<file path="config.mk">
export PLATFORM = sky130hd
export DESIGN_NAME = sens_temp_revert_flat
export DESIGN_NICKNAME = d
export VERILOG_FILES = /design/src/rtl/sens_temp_revert_if.sv /design/src/rtl/sens_temp_revert.sv /design/src/flat_wrapper.sv
export SDC_FILE = /design/constraint.sdc
export NUM_CORES = 1
export LEC_CHECK = 0
export ABC_AREA = 0
export BUFFER_PORTS_ARGS = -buffer_cell sky130_fd_sc_hd__buf_2
export CELL_PAD_IN_SITES_DETAIL_PLACEMENT = 0
export CELL_PAD_IN_SITES_GLOBAL_PLACEMENT = 1
export CORE_UTILIZATION = 35
export CTS_CLUSTER_DIAMETER = 30
export DETAILED_ROUTE_END_ITERATION = 7
export PLACE_DENSITY_LB_ADDON = 0.1
export SLEW_MARGIN = 20
export SYNTH_ARGS = -nofsm -noshare
export SYNTH_HDL_FRONTEND = slang
export SYNTH_SLANG_ARGS = --single-unit
</file>
<file path="constraint.sdc">
create_clock -name clk -period 11.51 [get_ports clk]
set_input_delay 2.302 -clock clk [delete_from_list [all_inputs] [get_ports clk]]
set_output_delay 2.302 -clock clk [all_outputs]
set_load 0.01 [all_outputs]
</file>
<file path="src/rtl/sens_temp_revert_if.sv">
// Handshake bundle for the LCM-code to sensor-format reverse converter.
// The master drives the code and start pulse. The slave returns the result and status.
interface sens_temp_revert_if;
  logic [11:0] code_din;
  logic        data_startp;
  logic [15:0] temp_dout;
  logic        calc_busy;
  logic        calc_done;

  modport master (
    output code_din, data_startp,
    input  temp_dout, calc_busy, calc_done
  );

  modport slave (
    input  code_din, data_startp,
    output temp_dout, calc_busy, calc_done
  );
endinterface

</file>
<file path="src/rtl/sens_temp_revert.sv">
// Converts a 12-bit LCM temperature code back into the smallest 16-bit sensor
// value that maps onto it: ceil(code*SPAN/FULL) - OFFSET, using a bit-serial divider.
module sens_temp_revert (
  input  logic               clk,
  input  logic               rst,
  sens_temp_revert_if.slave  bus
);

  localparam logic [15:0] SPAN     = 16'd46080;
  localparam logic [15:0] OFFSET   = 16'd14080;
  localparam logic [11:0] FULL     = 12'd4095;
  localparam logic [4:0]  LAST_BIT = 5'd27;

  typedef enum logic [1:0] {
    IDLE = 2'd0,
    MULT = 2'd1,
    DIV  = 2'd2,
    OUT  = 2'd3
  } state_t;

  state_t      state, state_nxt;

  logic [11:0] code_q;
  logic [27:0] num_q;
  // The quotient never exceeds 46080, so its upper 12 bits are always zero.
  // Only the low 16 bits are kept, and the higher bits shift out.
  logic [15:0] quo_q;
  // A restored remainder is always below FULL, so 12 bits are enough to hold it.
  logic [11:0] rem_q;
  logic [4:0]  cnt_q;
  logic [15:0] temp_q;
  logic        done_q;

  logic        accept;
  logic        busy;
  logic [12:0] rem_sh;
  logic [11:0] rem_sub;
  logic        q_bit;

  // State register
  always_ff @(posedge clk or negedge rst) begin
    if (!rst) begin
      state <= IDLE;
    end else begin
      // NOTE: clocked state uses non-blocking assignments only, so every flop
      // samples pre-edge values regardless of process ordering.
      state <= state_nxt;
    end
  end

  // Next-state logic
  always_comb begin
    // NOTE: default first so no path leaves state_nxt unassigned (no latch).
    state_nxt = state;
    unique case (state)
      IDLE: if (bus.data_startp) state_nxt = MULT;
      MULT: state_nxt = DIV;
      DIV:  if (cnt_q == LAST_BIT) state_nxt = OUT;
      OUT:  state_nxt = IDLE;
      default: state_nxt = IDLE;
    endcase
  end

  // Output / control decode
  always_comb begin
    accept = 1'b0;
    busy   = 1'b0;
    unique case (state)
      IDLE:    accept = bus.data_startp;
      MULT:    busy   = 1'b1;
      DIV:     busy   = 1'b1;
      OUT:     busy   = 1'b0;
      default: busy   = 1'b0;
    endcase
  end

  // One restoring-division step: shift in the next dividend bit, then subtract if it fits.
  always_comb begin
    rem_sh  = {rem_q, num_q[27]};
    q_bit   = (rem_sh >= {1'b0, FULL});
    rem_sub = rem_sh[11:0] - FULL;
  end

  // Datapath. A reset clears every register, so an interrupted conversion is dropped.
  always_ff @(posedge clk or negedge rst) begin
    if (!rst) begin
      code_q <= '0;
      num_q  <= '0;
      quo_q  <= '0;
      rem_q  <= '0;
      cnt_q  <= '0;
      temp_q <= '0;
      done_q <= 1'b0;
    end else begin
      done_q <= (state == OUT);
      if (accept) begin
        code_q <= bus.code_din;
      end
      unique case (state)
        MULT: begin
          // Adding FULL-1 before the floor division turns it into a ceiling.
          num_q <= {16'd0, code_q} * {12'd0, SPAN} + {16'd0, FULL - 12'd1};
          quo_q <= '0;
          rem_q <= '0;
          cnt_q <= '0;
        end
        DIV: begin
          num_q <= {num_q[26:0], 1'b0};
          quo_q <= {quo_q[14:0], q_bit};
          rem_q <= q_bit ? rem_sub : rem_sh[11:0];
          cnt_q <= cnt_q + 5'd1;
        end
        OUT: begin
          temp_q <= quo_q - OFFSET;
        end
        default: ;
      endcase
    end
  end

  assign bus.temp_dout = temp_q;
  assign bus.calc_busy = busy;
  assign bus.calc_done = done_q;

endmodule

</file>
<file path="src/flat_wrapper.sv">
// flat-port wrapper written by rule: the top's interface ports become plain ports
module sens_temp_revert_flat 
  (clk, rst, bus_code_din, bus_data_startp, bus_temp_dout, bus_calc_busy, bus_calc_done);
  sens_temp_revert_if bus_i ();
  input  logic clk;
  input  logic rst;
  input wire logic [$bits(bus_i.code_din)-1:0] bus_code_din;
  input wire logic [$bits(bus_i.data_startp)-1:0] bus_data_startp;
  output wire logic [$bits(bus_i.temp_dout)-1:0] bus_temp_dout;
  output wire logic [$bits(bus_i.calc_busy)-1:0] bus_calc_busy;
  output wire logic [$bits(bus_i.calc_done)-1:0] bus_calc_done;
  assign bus_i.code_din = bus_code_din;
  assign bus_i.data_startp = bus_data_startp;
  assign bus_temp_dout = bus_i.temp_dout;
  assign bus_calc_busy = bus_i.calc_busy;
  assign bus_calc_done = bus_i.calc_done;
  sens_temp_revert u_core (.clk(clk), .rst(rst), .bus(bus_i));
endmodule
</file>
==> Word level (Yosys, flattened, before mapping) <==
Cells that the tools add are included.
{ "totals": {"in_bits": 15, "regBits": 92, "output_inout_bits": 18} }
{ "classes": {"n_mul": 1, "order_cmp": 1, "add_sub_neg": 4, "eq_ne": 6, "n_reduce_logical": 4, "mux": 10} }
{ "ops": {"columns": ["cell", "n"], "rows": [
  ["28-bit case mux with 2 select lines", 1],
  ["16-bit case mux with 2 select lines", 1],
  ["28-bit by 12-bit adder with 28-bit output, second input constant", 1],
  ["12-bit case mux with 2 select lines", 1],
  ["12-bit by 6-bit multiplier with 18-bit output, second input constant", 1],
  ["16-bit by 14-bit subtractor with 16-bit output, second input constant", 1],
  ["13-bit by 12-bit >= comparator with 1-bit output, second input constant", 1],
  ["12-bit two-way mux", 1],
  ["12-bit subtractor, second input constant", 1],
  ["5-bit case mux with 2 select lines", 1],
  ["2-bit case mux with 4 select lines", 1],
  ["5-bit by 1-bit adder with 5-bit output, second input constant", 1],
  ["5-bit == test, second input constant", 1],
  ["2-bit == test, second input constant", 2],
  ["2-bit two-way mux", 2],
  ["2-bit by 1-bit == test with 1-bit output, second input constant", 1],
  ["2-bit logical NOT", 1],
  ["1-bit two-way mux", 2],
  ["2-bit by 1-bit inequality test with 1-bit output, second input constant", 1],
  ["2-bit inequality test, second input constant", 1],
  ["2-bit AND reduction", 1],
  ["2-bit nonzero test", 1],
  ["2-bit OR reduction", 1]
]} }

==> Longest topological paths before layout <==
{ "depth": {"depth_word": 3, "ltp_mapped": 17} }

==> Worst setup path after synthesis <==
OpenSTA, ideal clock, no wires.
{ "synth_timing": {"path_type": "reg2reg", "from": "register u_core.code_q[7]", "to": "register u_core.num_q[26]", "setup_ns": 0.068, "arrival_ns": 4.024, "path_stages_with_launch": 15, "required_time_ns": 11.442, "slack_ns": 7.418, "synth_period_minus_slack_ns": 4.092, "path_cell_list": "dfrtp_1 -> ha_1 -> fa_1 -> inv_1 -> fa_1 -> inv_1 -> ha_1 -> or4b_4 -> a211oi_2 -> a211oi_2 -> nor3_4 -> nand4_2 -> a2111o_1 -> mux2_1 -> nand3_1"} }
{ "synth_via": {"elab_chain_cells": 3} }
{ "synth_rtl": {"columns": ["item", "line", "source"], "rows": [
  ["start: declaration", "sens_temp_revert.sv:23", "logic [11:0] code_q;"],
  ["start signal: assignment", "sens_temp_revert.sv:97", "code_q <= bus.code_din;"],
  ["12-bit by 6-bit multiplier with 18-bit output", "sens_temp_revert.sv:102", "num_q <= {16'd0, code_q} * {12'd0, SPAN} + {16'd0, FULL - 12'd1};"],
  ["28-bit by 12-bit adder with 28-bit output", "sens_temp_revert.sv:102", null],
  ["28-bit case mux with 2 select lines", "sens_temp_revert.sv:99", "unique case (state)"],
  ["end signal: assignment", "sens_temp_revert.sv:102", null],
  ["end signal: assignment", "sens_temp_revert.sv:108", "num_q <= {num_q[26:0], 1'b0};"],
  ["end: declaration", "sens_temp_revert.sv:24", "logic [27:0] num_q;"]
]} }
No other way between the ends.
A chain may end at the register's enable or synchronous reset.

==> Final worst setup path <==
{ "layout_timing": {"from": "register u_core.code_q[5]", "to": "register u_core.num_q[27]"} }
Same word-level chain as after synthesis.

==> summary.md <==
| Metric | Value |
|---|---|
| Status | complete, no violations |
| Area share of fa/ha/maj cells after synthesis | 14.3% |
| Ys Warns | 0 |
| Area Overhead vs Synth | 11.0% |
| Yosys reg bits | 91 |
| Compound-Gate Fraction of Synth Area | 13.7% |
| CP Capture Type | register |
| Crit path DAT | 4.80 ns |
| Total CTS buffers | 9 |
| FFs w/ async S/R, synth | 100% |
| RSZ-0062 raised after global routing | no |
| Met3 Track Usage GR | 2.32% |
| # Post-CTS Setup Buffers | 0 |
| HPWL after detailed placement | 8520 um |
| WL per Instance | 13.5 um |
| I/O Pins | 33 |
| Die Wd | 133 um |
| CTS Hold Bufs | 0 |
| Fin. Hold Viols | 0 |
| # DRC | 0 |
| Count of buffers from port buffering | 32 |
| Post-synthesis sequential area ratio | 37.8% |
| Clock Pin Slew Worst Setup and Hold Paths | 0.07 ns |
| DRT antenna net count | 0 |
| Final setup violation count | 0 |
| EDFF count, synth | 0 |
| CTS sink cnt | 91 |
| Slew margin rel. | 38.9% |
| Max-Cap Viols | 0 |
| Netlist cell types | 64 |
| GRT met1 Usage | 19.2% |
| Worst Tran Pin Value | 0.917 ns |
| Post-layout min period | 4.51 ns |
| Top_reg_cell synth | dfrtp_1 |
| Mapped Cells | 640 |
| Largest family of logic cells by synthesized area | adder cells |
| WS Path Type | reg2reg |
| Drt via density | 4.87 |
| Full die area | 17700 um^2 |
| Synth Area in XOR/XNOR | 5.55% |
| Maximum number of pins on one net before global-route repair | 96 |
| Grt met2 use | 24.4% |
| First-pass GRT wire length | 21000 um |
| Multiplexer share of the synthesized area | 6.67% |
| Critical path peak fanout | 6 |
| Vias | 4302 |
| FMAX | 222 MHz |
| Drt first-iter violations | 156 |
| Final Skew | 0.00804 ns |
| Fin util | 40.0% |
| Root buffer cell | clkbuf_16 |
| Initial core utilization | 36.0% |
| CP Launch Type | register |
| Diode count | 0 |
| Die height | 133 um |
| Row count | 47 |
| Total routed wirelength | 11900 um |
| Fin. max-slew vios | 0 |
| Final nets | 732 |
| Synth Area in Simple Gates | 13.4% |
| Final Cycle Share | 39.2% |
| GRT Util Overall | 14.6% |
| Vias in the first global route | 4340 |
| Post-Syn Area per Cell | 9.41 um^2 |
| CTS Buffer Depth | 2 |
| CTS tree | built |
| Final TNS setup | 0 ns |
| First-pass detailed-route iteration total | 4 |
| Critical Path RT | 11.80 ns |
| Antenna violations before repair | 0 |
| Worst skew pair latency | 0.35 ns |
| Syn_nets | 714 |
| Hold crit path type | reg2reg |
| Global route total overflow | 0 |
| Post-CTS Resized | 0 |
| Netlist Area Pre-Place | 6020 um^2 |
| Top Usage Layer GRT | met2 |
| GP Congestion | 0.736 |
| Share of cells above drive strength 1 | 14.5% |
| H-tree levels | 3 |
| CORE AREA | 16700 um^2 |
[cell usage after synthesis (all sizes together), types with 4 or more instances]
cell type	n	area, um^2
nor3b	5	37.5
fa	16	320
xnor2	26	246
nand2	30	113
nor2	30	113
clkbuf	18	78.8
ha	43	538
buf	10	57.6
nand4	7	50.1
nand3	45	225
xor2	10	87.6
o22ai	8	50.1
a211oi	6	55.1
o21ai	64	320
nand2b	4	25.0
nor2b	5	31.3
a31oi	4	25.0
nor3	8	51.3
o21a	5	37.5
a21oi	29	145
o211ai	6	45.0
inv	95	357
dfrtp	91	2280
mux2	33	372
[cells in the final DEF (no fill, tap or decap), types with 4 or more instances in the layout]
master and count:
o21ai_1 40, a21oi_1 29, nand3_1 45, nand2_1 30, inv_1 95, clkbuf_16 9
a211oi_1 4, fa_1 16, nand4_1 6, xnor2_1 25, o211ai_1 6, nor3b_1 5
a31oi_1 4, ha_1 41, nand2b_1 4, nor2_1 30, xor2_1 10, mux2_2 32
buf_4 4, o21ai_0 24, buf_2 31, nor2b_1 5, dfrtp_1 91, o22ai_1 8
nor3_1 7, o21a_1 5
[logic make-up (layout without fill, tap and decap cells)]
kind of cell / count (synthesis) / in the layout
xor+xnor: 36 / 36
fa+ha+maj: 59 / 59
mux: 36 / 36
simple gates: 155 / 155
flops: 91 / 91
compound gates: 138 / 138
buf+inv: 125 / 148
[area by class of cell]
type                       instances  area (um^2)
clock buffer                       9          225
clock inverter                     7         95.1
fill                            1702        10000
inverter                          97          378
multi-input combinational        424         3240
sequential                        91         2280
tap                              220          275
timing repair buffer              35          185
[routing by layer]
metal	vias up	routed length [um]	share of wire [%]
met5	-	0	0
met4	0	172	1.4
met3	12	296	2.5
met2	43	5570	47
met1	2025	5870	49
li1	2222	-	-
[path summary, 6_finish.rpt]
| check | end | cells past startpoint | startpoint | slack, ns |
|---|---|---|---|---|
| min in group asynchronous | u_core.rem_q[8] | 1 | rst | 1.84 |
| setup reg to reg | u_core.num_q[27] | 15 | u_core.code_q[5] | 7.00 |
| setup / recovery | u_core.num_q[27] | 15 | u_core.code_q[5] | 7.00 |
| max in group asynchronous | u_core.num_q[14] | 2 | rst | 8.45 |
| hold / removal | u_core.num_q[2] | 2 | u_core.num_q[1] | 0.49 |
| hold reg to reg | u_core.num_q[2] | 2 | u_core.num_q[1] | 0.49 |
[state kept, by name, summed over array words and instances (netlist names)]
| signal | count |
|---|---|
| u_core.rem_q | 12 |
| u_core.bus.temp_dout | 16 |
| u_core.bus.calc_done | 1 |
| u_core.num_q | 27 |
| u_core.quo_q | 16 |
| u_core.state | 2 |
| u_core.cnt_q | 5 |
| u_core.code_q | 12 |
[through the flow]
stage / cells / hold slack, ns / area, um^2 / worst slack [ns]
after detailed placement: 867 / 0.479 / 6360 / 7.02
after global routing: 883 / 0.526 / 6680 / 6.69
after global placement: 867 / 0.473 / 6360 / 7.02
after floorplan: 640 / 0.459 / 6020 / 7.42
final: 883 / 0.494 / 6680 / 7.00
after CTS: 883 / 0.498 / 6680 / 6.98
[worst max-delay path: stages, from the launching register on]
cell,delay [ns]
dfrtp_1,0.41
ha_1,0.38
xor2_1,0.19
ha_1,0.29
inv_1,0.05
fa_1,0.50
inv_1,0.04
ha_1,0.36
a21oi_1,0.29
o21ai_1,0.12
a2111oi_0,0.71
nor4_1,0.10
a311oi_1,0.47
nor4bb_1,0.34
mux2i_1,0.12
nand2_1,0.07
Power is not shown: default switching activity piles up to over one toggle a cycle in this logic, so the estimate is an artifact.
